**src/rtl/div_iter.sv**
```systemverilog
// Iterative 32-bit divider for div/divu in the E stage.
// One restoring radix-2 step per cycle; stalls the front end while busy.
module div_iter (
  input  logic        clk,
  input  logic        resetn,
  input  logic        startE,
  input  logic        signedE,
  input  logic        annulE,
  input  logic [31:0] opaE,
  input  logic [31:0] opbE,
  output logic        stall_divE,
  output logic        validE,
  output logic [31:0] hiE,
  output logic [31:0] loE
);

  typedef enum logic [1:0] {
    IDLE,
    BUSY,
    DONE
  } state_t;

  state_t      state;
  state_t      nextState;
  logic        go;
  logic [5:0]  cnt;
  logic [31:0] rem;
  logic [31:0] quo;
  logic [31:0] dvsr;
  logic        sgn;
  logic        signA;
  logic        signB;
  logic        divZero;
  logic [31:0] magA;
  logic [31:0] magB;
  logic [32:0] shifted;
  logic [32:0] diff;
  logic        fits;
  logic [31:0] remNext;
  logic [31:0] quoNext;
  logic [31:0] qFix;
  logic [31:0] rFix;

  always_ff @(posedge clk or negedge resetn) begin
    if (!resetn) state <= IDLE;
    else         state <= nextState;
  end

  always_comb begin
    nextState  = state;
    stall_divE = 1'b0;
    validE     = 1'b0;
    go         = 1'b0;
    unique case (state)
      IDLE: begin
        if (startE && !annulE) begin
          go         = 1'b1;
          stall_divE = 1'b1;
          nextState  = BUSY;
        end
      end
      BUSY: begin
        stall_divE = !annulE;
        if (cnt == 6'd31) nextState = DONE;
      end
      DONE: begin
        validE    = 1'b1;
        nextState = IDLE;
      end
      default: nextState = IDLE;
    endcase
    if (annulE) nextState = IDLE;
  end

  assign magA = (signedE && opaE[31]) ? -opaE : opaE;
  assign magB = (signedE && opbE[31]) ? -opbE : opbE;

  // partial remainder stays below the divisor, so bit 32 of diff is the borrow
  assign shifted = {rem, quo[31]};
  assign diff    = shifted - {1'b0, dvsr};
  assign fits    = !diff[32];
  assign remNext = fits ? diff[31:0] : shifted[31:0];
  assign quoNext = {quo[30:0], fits};

  // remainder fix also restores the raw dividend for a zero divisor
  assign qFix = divZero ? 32'hFFFF_FFFF
              : (sgn && (signA ^ signB)) ? -quoNext : quoNext;
  assign rFix = (sgn && signA) ? -remNext : remNext;

  always_ff @(posedge clk or negedge resetn) begin
    if (!resetn) begin
      cnt     <= '0;
      rem     <= '0;
      quo     <= '0;
      dvsr    <= '0;
      sgn     <= 1'b0;
      signA   <= 1'b0;
      signB   <= 1'b0;
      divZero <= 1'b0;
      hiE     <= '0;
      loE     <= '0;
    end else if (go) begin
      cnt     <= '0;
      rem     <= '0;
      quo     <= magA;
      dvsr    <= magB;
      sgn     <= signedE;
      signA   <= opaE[31];
      signB   <= opbE[31];
      divZero <= (opbE == 32'd0);
    end else if (state == BUSY && !annulE) begin
      if (cnt == 6'd31) begin
        cnt <= '0;
        hiE <= rFix;
        loE <= qFix;
      end else begin
        cnt <= cnt + 6'd1;
        rem <= remNext;
        quo <= quoNext;
      end
    end
  end

endmodule

```
**config.mk**
```make
export PLATFORM = sky130hd
export DESIGN_NAME = div_iter
export DESIGN_NICKNAME = d
export VERILOG_FILES = /design/src/rtl/div_iter.sv
export SDC_FILE = /design/constraint.sdc
export NUM_CORES = 1
export LEC_CHECK = 0
export ABC_AREA = 1
export CAP_MARGIN = 20
export CELL_PAD_IN_SITES_DETAIL_PLACEMENT = 0
export CELL_PAD_IN_SITES_GLOBAL_PLACEMENT = 1
export CORE_AREA = 4 4 209 211
export DETAILED_ROUTE_END_ITERATION = 10
export DIE_AREA = 0 0 213 215
export PLACE_DENSITY = 0.65
export SLEW_MARGIN = 30
export SYNTH_ARGS = -nofsm -noshare
export SYNTH_HDL_FRONTEND = slang
export SYNTH_SLANG_ARGS = --single-unit
```
**constraint.sdc**
```tcl
create_clock -name clk -period 4.8 [get_ports clk]
set_input_delay 0.96 -clock clk [delete_from_list [all_inputs] [get_ports clk]]
set_output_delay 0.96 -clock clk [all_outputs]
set_load 0.1 [all_outputs]
```
==> flow_summary.yaml <==
floorplanning:
  die_width_um: 213
  ioPinCount: 135
  die_h_um: 215
  rows: 75
  core-area_um2: 41760
  start_util_pct: 30.81
  dieArea_um2: 45800
global_routing:
  grt_pass1_vias: 12682
  grt_overflow: 0
  grt_max_degree: 90
  antenna_found_initial: 0
  grt_pass1_wl_mm: 73.46
  groute.usage.overall_pct: 20.51
synthesis:
  avgSynthCellArea_um2: 6.676
  synth_nets: 2034
  ys.flop_type: "dfrtp_1"
  synth-compound-area-share_pct: 13.36
  synth_mux_area_share_pct: 0
  synth_top_family_by_area: "simple AND/OR/NAND/NOR gates"
  synth.cell_area_um2: 12860
  async_reset_ff_share_pct: 100.0
  synthDistinctLibCells: 47
  synth_fa_ha_area_share_pct: 3.754
  synth_seq_cells: 172
  synthSimpleGateAreaFrac_pct: 33.41
  synth-edff-count: 0
  synth_warnings: 0
  synth_xor_area_share_pct: 5.174
  seq_area_frac_synth_pct: 33.46
  synthCells: 1927
clock_network:
  cts-buffers-inserted: 17
  cts_resized: 0
  cts_tree: "built"
  insertion_delay_ns: 0.46
  clockRootBuffer: "clkbuf_16"
  cts_max_level: 4
  cts_num_sinks: 172
  clk_transition_reported_paths_ns: 0.07
  cts.path.max_buffers: 2
  postCtsHoldBufs: 0
  post_cts_buffers: 0
pwr:
  leakage_nw: 7.754
  powerDensity_nw_per_um2: 696.2
  vdd_ir_drop_max_v: 0.0003627
setup_path:
  cp.required_ns: 5.14
  critPathKind: "reg -> reg"
  crit_fanout: 34
  crit_path_start_kind: "register"
  cp_data_arrival_time_ns: 4.53
  endpoint_kind: "register"
drt:
  drc_errors: 0
  vias_per_cell: 4.869
  wl_per_cell_um: 17.90
  finalWirelength_mm: 46.50
  first_pass_iters: 6
  drtAntennaViolNets: 0
  vias: 12644
  drt_iter0_drc: 820
cells_and_area:
  final_cell_mix: "nand2_1, inv_1, nor2_1, dfrtp_1, nand3_1"
  n_fill_cell: 4517
  seq_area_um2: 4304
  multi_input_area_um2: 7176
  layout-drive-gt1-share_pct: 6.657
  syn_to_final_growth_pct: 19.47
  antenna_cells: 0
  layout_commonest_cell: "nand2_1"
  final_core_util_pct: 36.81
  stdcell_area_um2: 15370
  fin_nets: 2152
placement:
  dpl_worst_slack_ns: 0.6600
  dp.final_hpwl_mm: 36.82
  gp_congestion: 0.8757
  io_buffers: 134
  place_area_um2: 14770
sta:
  hold_ws_ns: 0.3971
  hold_violations: 0
  worst_pin_slew_ns: 1.035
  layout_min_cycle_time_ns: 4.182
  relSlewSlack_pct: 30.81
  final_max_slew_viol_count: 0
  setup_tns_ns: 0
  fin_crit_sh_pct: 87.13
  finalSetupViolations: 0
  worst_clock_skew_ns: 0.01353
  rsz0062_at_grt: "false"
  fmax_ghz: 0.2391
  fin_ws_ns: 0.6179
job:
  max-cap-violations: 0
worst_hold_path:
  hold_path.class: "in -> async"
outcome:
  status: "completed"
## path summary, 6_finish.rpt
path | start | endpoint | slack, ns | cells past startpoint
worst max register to register | quo[31] | loE[30] | 0.62 | 25
worst min-delay path | resetn | dvsr[3] | 0.40 | 1
worst max-delay path | quo[31] | loE[30] | 0.62 | 25
max in group asynchronous | resetn | loE[30] | 3.24 | 3
worst min register to register | hiE[0] | hiE[0] | 0.48 | 2
min in group clk | hiE[0] | hiE[0] | 0.48 | 2
## state kept, by name, indices dropped and copies added (netlist names)
signal	cells
state	2
hiE	32
dvsr	32
signA	1
divZero	1
cnt	6
rem	32
quo	32
loE	32
sgn	1
signB	1
## synthesized netlist by cell type (4+ instances only)
cell      count  share of area (%)
nand2_1     568                 17
inv_1       290                8.5
dfrtp_1     172                 33
nor2_1      172                5.0
nand3_1     134                5.2
o21ai_0     103                4.0
xor2_1       50                3.4
a21oi_1      49                1.9
o22ai_1      48                2.3
clkbuf_1     41                1.2
nand2_2      39                1.9
ha_1         37                3.6
o221ai_1     31                2.1
nor3_1       27                1.1
xnor2_1      26                1.8
a31oi_1      20               0.97
nand4_1      15               0.73
nor2_2       10               0.49
o21ai_1      10               0.39
nor4_1        8               0.39
nand2_4       6               0.53
nand3_2       6               0.47
nand3b_1      6               0.35
or2_2         6               0.29
inv_2         5               0.15
o211ai_1      5               0.29
buf_6         4               0.35
clkinv_1      4               0.12
## final cells by class
| type | count | area share (%) |
|---|---|---|
| clock buffers | 19 | 2.817 |
| well taps | 539 | 4.388 |
| flip-flops and latches | 172 | 28.00 |
| repair buffers | 153 | 9.923 |
| clock inverters | 13 | 0.8792 |
| multi-input cells | 1402 | 46.69 |
| inverters | 299 | 7.302 |
## critical path: stages (launching register included)
cell and delay [ns]:
dfrtp_1 0.33, inv_1 0.13, ha_1 0.28, fa_1 0.42
inv_1 0.09, nand2_1 0.05, nand2_1 0.07, nand3_1 0.06
nand2_1 0.14, nand2_1 0.08, nand2_2 0.09, nand2_2 0.10
nand2_2 0.11, nand2_2 0.12, nand2_4 0.35, ha_1 0.28
nand3_1 0.11, inv_1 0.12, nand4_1 0.16, nor2_1 0.18
a41oi_1 0.16, nor2_1 0.17, o21ai_0 0.12, xor2_1 0.16
o22ai_1 0.11, inv_1 0.06
## per-layer routing
layer	vias to the layer above	track usage (%)	part of all wire, %
met1	5932	27.36	46
li1	6439	-	-
met2	226	34.49	48
met5	-	0	0
met3	47	3.310	3.7
met4	0	5.497	2.3
## per-stage QoR
| step | power (W) | instances |
|---|---|---|
| floorplan | 0.007303 | 1927 |
| global placement | 0.009330 | 2564 |
| detailed placement | 0.009329 | 2564 |
| CTS | 0.01078 | 2596 |
| global route | 0.01178 | 2597 |
| finish | 0.01070 | 2597 |
## power breakdown
part	leakage, nW	total (W)	internal, W	switching [W]
clock	0.276	0.00141	0.000730	0.000677
sequential	2.27	0.00201	0.00173	0.000279
combinational	5.21	0.00729	0.00218	0.00510
## cells by family after synthesis
kind of cell | count (synthesis)
buffers and inverters | 353
AO/OA/AOI/OAI | 285
flip-flops | 172
AND/OR/NAND/NOR | 1003
XOR/XNOR | 76
adder cells (fa/ha/maj) | 38
Note: power is estimated with default switching activity, not from simulation.
==> edit 1, RTL diff (same flow settings) <==
Re-encode `state_t` (3 states) as one-hot, 3 bits wide.
--- a/src/rtl/div_iter.sv
+++ b/src/rtl/div_iter.sv
@@ -14,10 +14,10 @@
   output logic [31:0] loE
 );
 
-  typedef enum logic [1:0] {
-    IDLE,
-    BUSY,
-    DONE
+  typedef enum logic [2:0] {
+    IDLE = 3'b001,
+    BUSY = 3'b010,
+    DONE = 3'b100
   } state_t;
 
   state_t      state;
Function: same outputs for any inputs over 10 cycles, from zero or initial values and one cycle with resetn low; not proved beyond that.
==> edit 1 against the original RTL <==
Via count rose by 0.78%. Critical endpoint is now loE[28]. Sequential cell count rose by 1. Final area fell by 0.77%. Synthesized cell count fell by 0.62%. Cell count fell by 0.69%. Routed wire length fell by 0.20%. Worst setup slack improved by 220 ps. Fmax rose by 5.5%. Synthesized area fell by 0.56%.
Power is not compared: it rests on default switching activity, and its combinational part moved more than twofold at a synthesized area within 25%.
==> edit 1: results (changes against the original RTL) <==
status: "completed"
multi_input_area_share: 0.4666  # about the same
worstPathArrival_ps: 4360  # -170 ps
synth-adder-area-share: 0.03775  # +0.0002130
inv_count: 290  # -3.0%
synth_compound_area_frac: 0.1381  # +0.004475
clk_share: 0.03757  # +0.0006161
place_hpwl_um: 36830  # about the same
synthCells: 1915  # -0.62%
wl_um: 46400  # -0.20%
ff_latch_area_sq_um: 4330  # +0.61%
vias_per_cell: 4.941  # +1.5%
yosys-top-cells-area: "dfrtp_1 34%, nand2_1 17%, inv_1 8.4%, nand3_1 5.3%, nor2_1 5.1%"
dr.pass1.iters: 5  # -1
syn-num-nets: 2022  # -0.59%
ys_types: 53  # +13%
slew_headroom: 0.3127  # +0.004589
hold_ws_ps: 481.6  # +84.54 ps
first_global_vias: 12815  # +1.0%
seq_share: 0.2839  # +0.003904
first_iter_violations: 909  # +11%
fin_nets: 2135  # -0.79%
hold_path.class: "flop to flop"
dpl_cell_area_sq_um: 14680  # -0.65%
synth_xor_area_frac: 0.04998  # -0.001760
drive_gt1_frac: 0.05343  # -0.01314
[edit 1: cell types whose count changed in the layout (fill, tap and decap cells not counted), moves of 6 or more]
| cell | unedited run | this run |
|---|---|---|
| xnor2_1 | 26 | 34 |
| xor2_1 | 50 | 39 |
| nand4_1 | 15 | 21 |
| a31oi_1 | 20 | 13 |
| inv_1 | 290 | 284 |
| o21ai_1 | 10 | 16 |
| nand2_2 | 39 | 16 |
[edit 1: metal layers]
layer  track usage  share of wire
met5             0              0
met4       0.04037          0.015
met3       0.02698          0.031
met2        0.3581           0.50
met1        0.2734           0.46
[edit 1: worst paths after layout]
kind,startpoint,to,depth (start not counted)
max,quo[31],loE[28],24
min,hiE[15],hiE[15],2
max reg2reg,quo[31],loE[28],24
min reg2reg,hiE[15],hiE[15],2
max in group asynchronous,resetn,quo[21],2
min in group asynchronous,resetn,dvsr[9],1
==> edit 2, RTL diff (same settings) <==
Made on the original files. Make the reset (`resetn`) synchronous in 2 clocked blocks.
--- a/src/rtl/div_iter.sv
+++ b/src/rtl/div_iter.sv
@@ -41,7 +41,7 @@
   logic [31:0] qFix;
   logic [31:0] rFix;
 
-  always_ff @(posedge clk or negedge resetn) begin
+  always_ff @(posedge clk) begin
     if (!resetn) state <= IDLE;
     else         state <= nextState;
   end
@@ -87,7 +87,7 @@
               : (sgn && (signA ^ signB)) ? -quoNext : quoNext;
   assign rFix = (sgn && signA) ? -remNext : remNext;
 
-  always_ff @(posedge clk or negedge resetn) begin
+  always_ff @(posedge clk) begin
     if (!resetn) begin
       cnt     <= '0;
       rem     <= '0;
Function: differs if resetn is asserted again (counterexample within 4 cycles, from zero or initial values and one cycle with resetn low); with resetn held inactive, the same outputs for 10 cycles.
==> edit 2 against the original RTL <==
Sequential share of layout area down 5.7 points. Non-clock buffer count rose by 2. Sequential cell count did not move. Cell count grew 10%. Routed wire length up 7.4%. Synthesized area grew 1.7%. Final area is 0.61% higher. Worst setup slack lost 99 ps. Critical endpoint is now loE[30]. Largest cell class unchanged.
Power is not compared: it rests on default switching activity, and its combinational part moved more than twofold at a synthesized area within 25%.
==> edit 2: results (changes against the original RTL) <==
peakVddDrop_v: 0.0002475
met3WireLength_um: 1834  # +5.8%
dp_slack_ps: 518.2  # -141.8 ps
hold_ws_ps: 468.1  # +71.06 ps
dpl_cell_area_sq_um: 14900  # +0.83%
synth_commonest_cells: "605 x nand2_1, 372 x inv_1, 226 x nor2_1"
die_w_um: 213  # unchanged
drive_gt1_frac: 0.05816  # -0.008405
reg2reg_to: "loE[30]"
dp_cells: 2828  # +10%
grt_util_met2: 0.3603  # +0.01540
cts_setup_buffers: 0  # unchanged
reg2reg_slack_ps: 520  # -100 ps
fin_cells: 2860  # +10%
syn-num-nets: 2318  # +14%
period_share: 0.8919  # +0.02065
fillers: 4671  # +3.4%
clk_pin_slew_worst_paths_ps: 80
wl_per_cell_um: 17.46  # -2.5%
slew_headroom: 0.3031  # -0.004928
ant_nets: 0  # unchanged
vias_per_cell: 4.889  # +0.41%
worstSetupStartpoint: "quo[31]"
critical_path.max_fanout: 18  # -47%
hold_path.class: "flop to flop"
grt_use_met1: 0.2901  # +0.01649
fin_setup_tns_ps: 0  # unchanged
ys_seq_area_frac: 0.2631  # -0.07142
grt_use_total: 0.2169  # +0.01176
grt_pass1_wl_um: 77600  # +5.6%
fin_nets: 2415  # +12%
reg2reg_depth: 28  # +12%
cp_slowest_cell: "fa_1"
use_met3: 0.02756  # -0.005542
status: "completed"
synthCells: 2211  # +15%
yosys-top-cells-area: "dfxtp_1 26%, nand2_1 17%, inv_1 11%, nor2_1 6.5%, nand3_1 5.2%"
worst_clock_skew_ps: 9.580  # -3.949 ps
async_flop_share: 0  # -1.000
ys.flop_type: "dfxtp_1"
min_to: "divZero"
p_leak_uw: 0.007666
met1Wirelength_um: 23150  # +7.8%
wl_met2_um: 23320  # +4.9%
dr.pass1.iters: 5  # -1
antenna_found_initial: 0  # unchanged
first_global_vias: 13578  # +7.1%
cts_resized: 0  # unchanged
first_iter_violations: 960  # +17%
grt_max_degree: 90  # unchanged
top_layer: "met4"
ys_types: 53  # +13%
worstPathArrival_ps: 4680  # +150 ps
place_hpwl_um: 39740  # +8.0%
port_buffers: 134  # unchanged
gp_congestion: 0.8993  # +2.7%
[edit 2: cells by family (layout without fill, tap and decap cells)]
| kind of cell | after synthesis | in the layout | synth area share |
|---|---|---|---|
| and+or+nand+nor | 1126 | 1126 | 0.3715 |
| buffers and inverters | 462 | 572 | 0.1379 |
| AOI/OAI and AO/OA | 376 | 376 | 0.1658 |
| DFF | 172 | 172 | 0.2631 |
| adders and majority gates | 38 | 38 | 0.03691 |
| xor gates and xnor gates | 37 | 37 | 0.02477 |
[edit 2: cell type report]
cell class | count | area, sq um | share of cell area
Clock buffer | 18 | 439.2 | 0.02840
Clock inverter | 14 | 127.6 | 0.008253
Inverter | 385 | 1445 | 0.09345
Multi-Input combinational cell | 1577 | 7855 | 0.5080
Sequential cell | 172 | 3443 | 0.2227
Tap cell | 539 | 674.4 | 0.04361
Timing Repair Buffer | 155 | 1479 | 0.09564
[edit 2: power by group]
part           switching (uW)  internal [uW]
Clock                     682            696
Combinational            1220            498
Sequential               29.8           1470
Total                    1930           2660
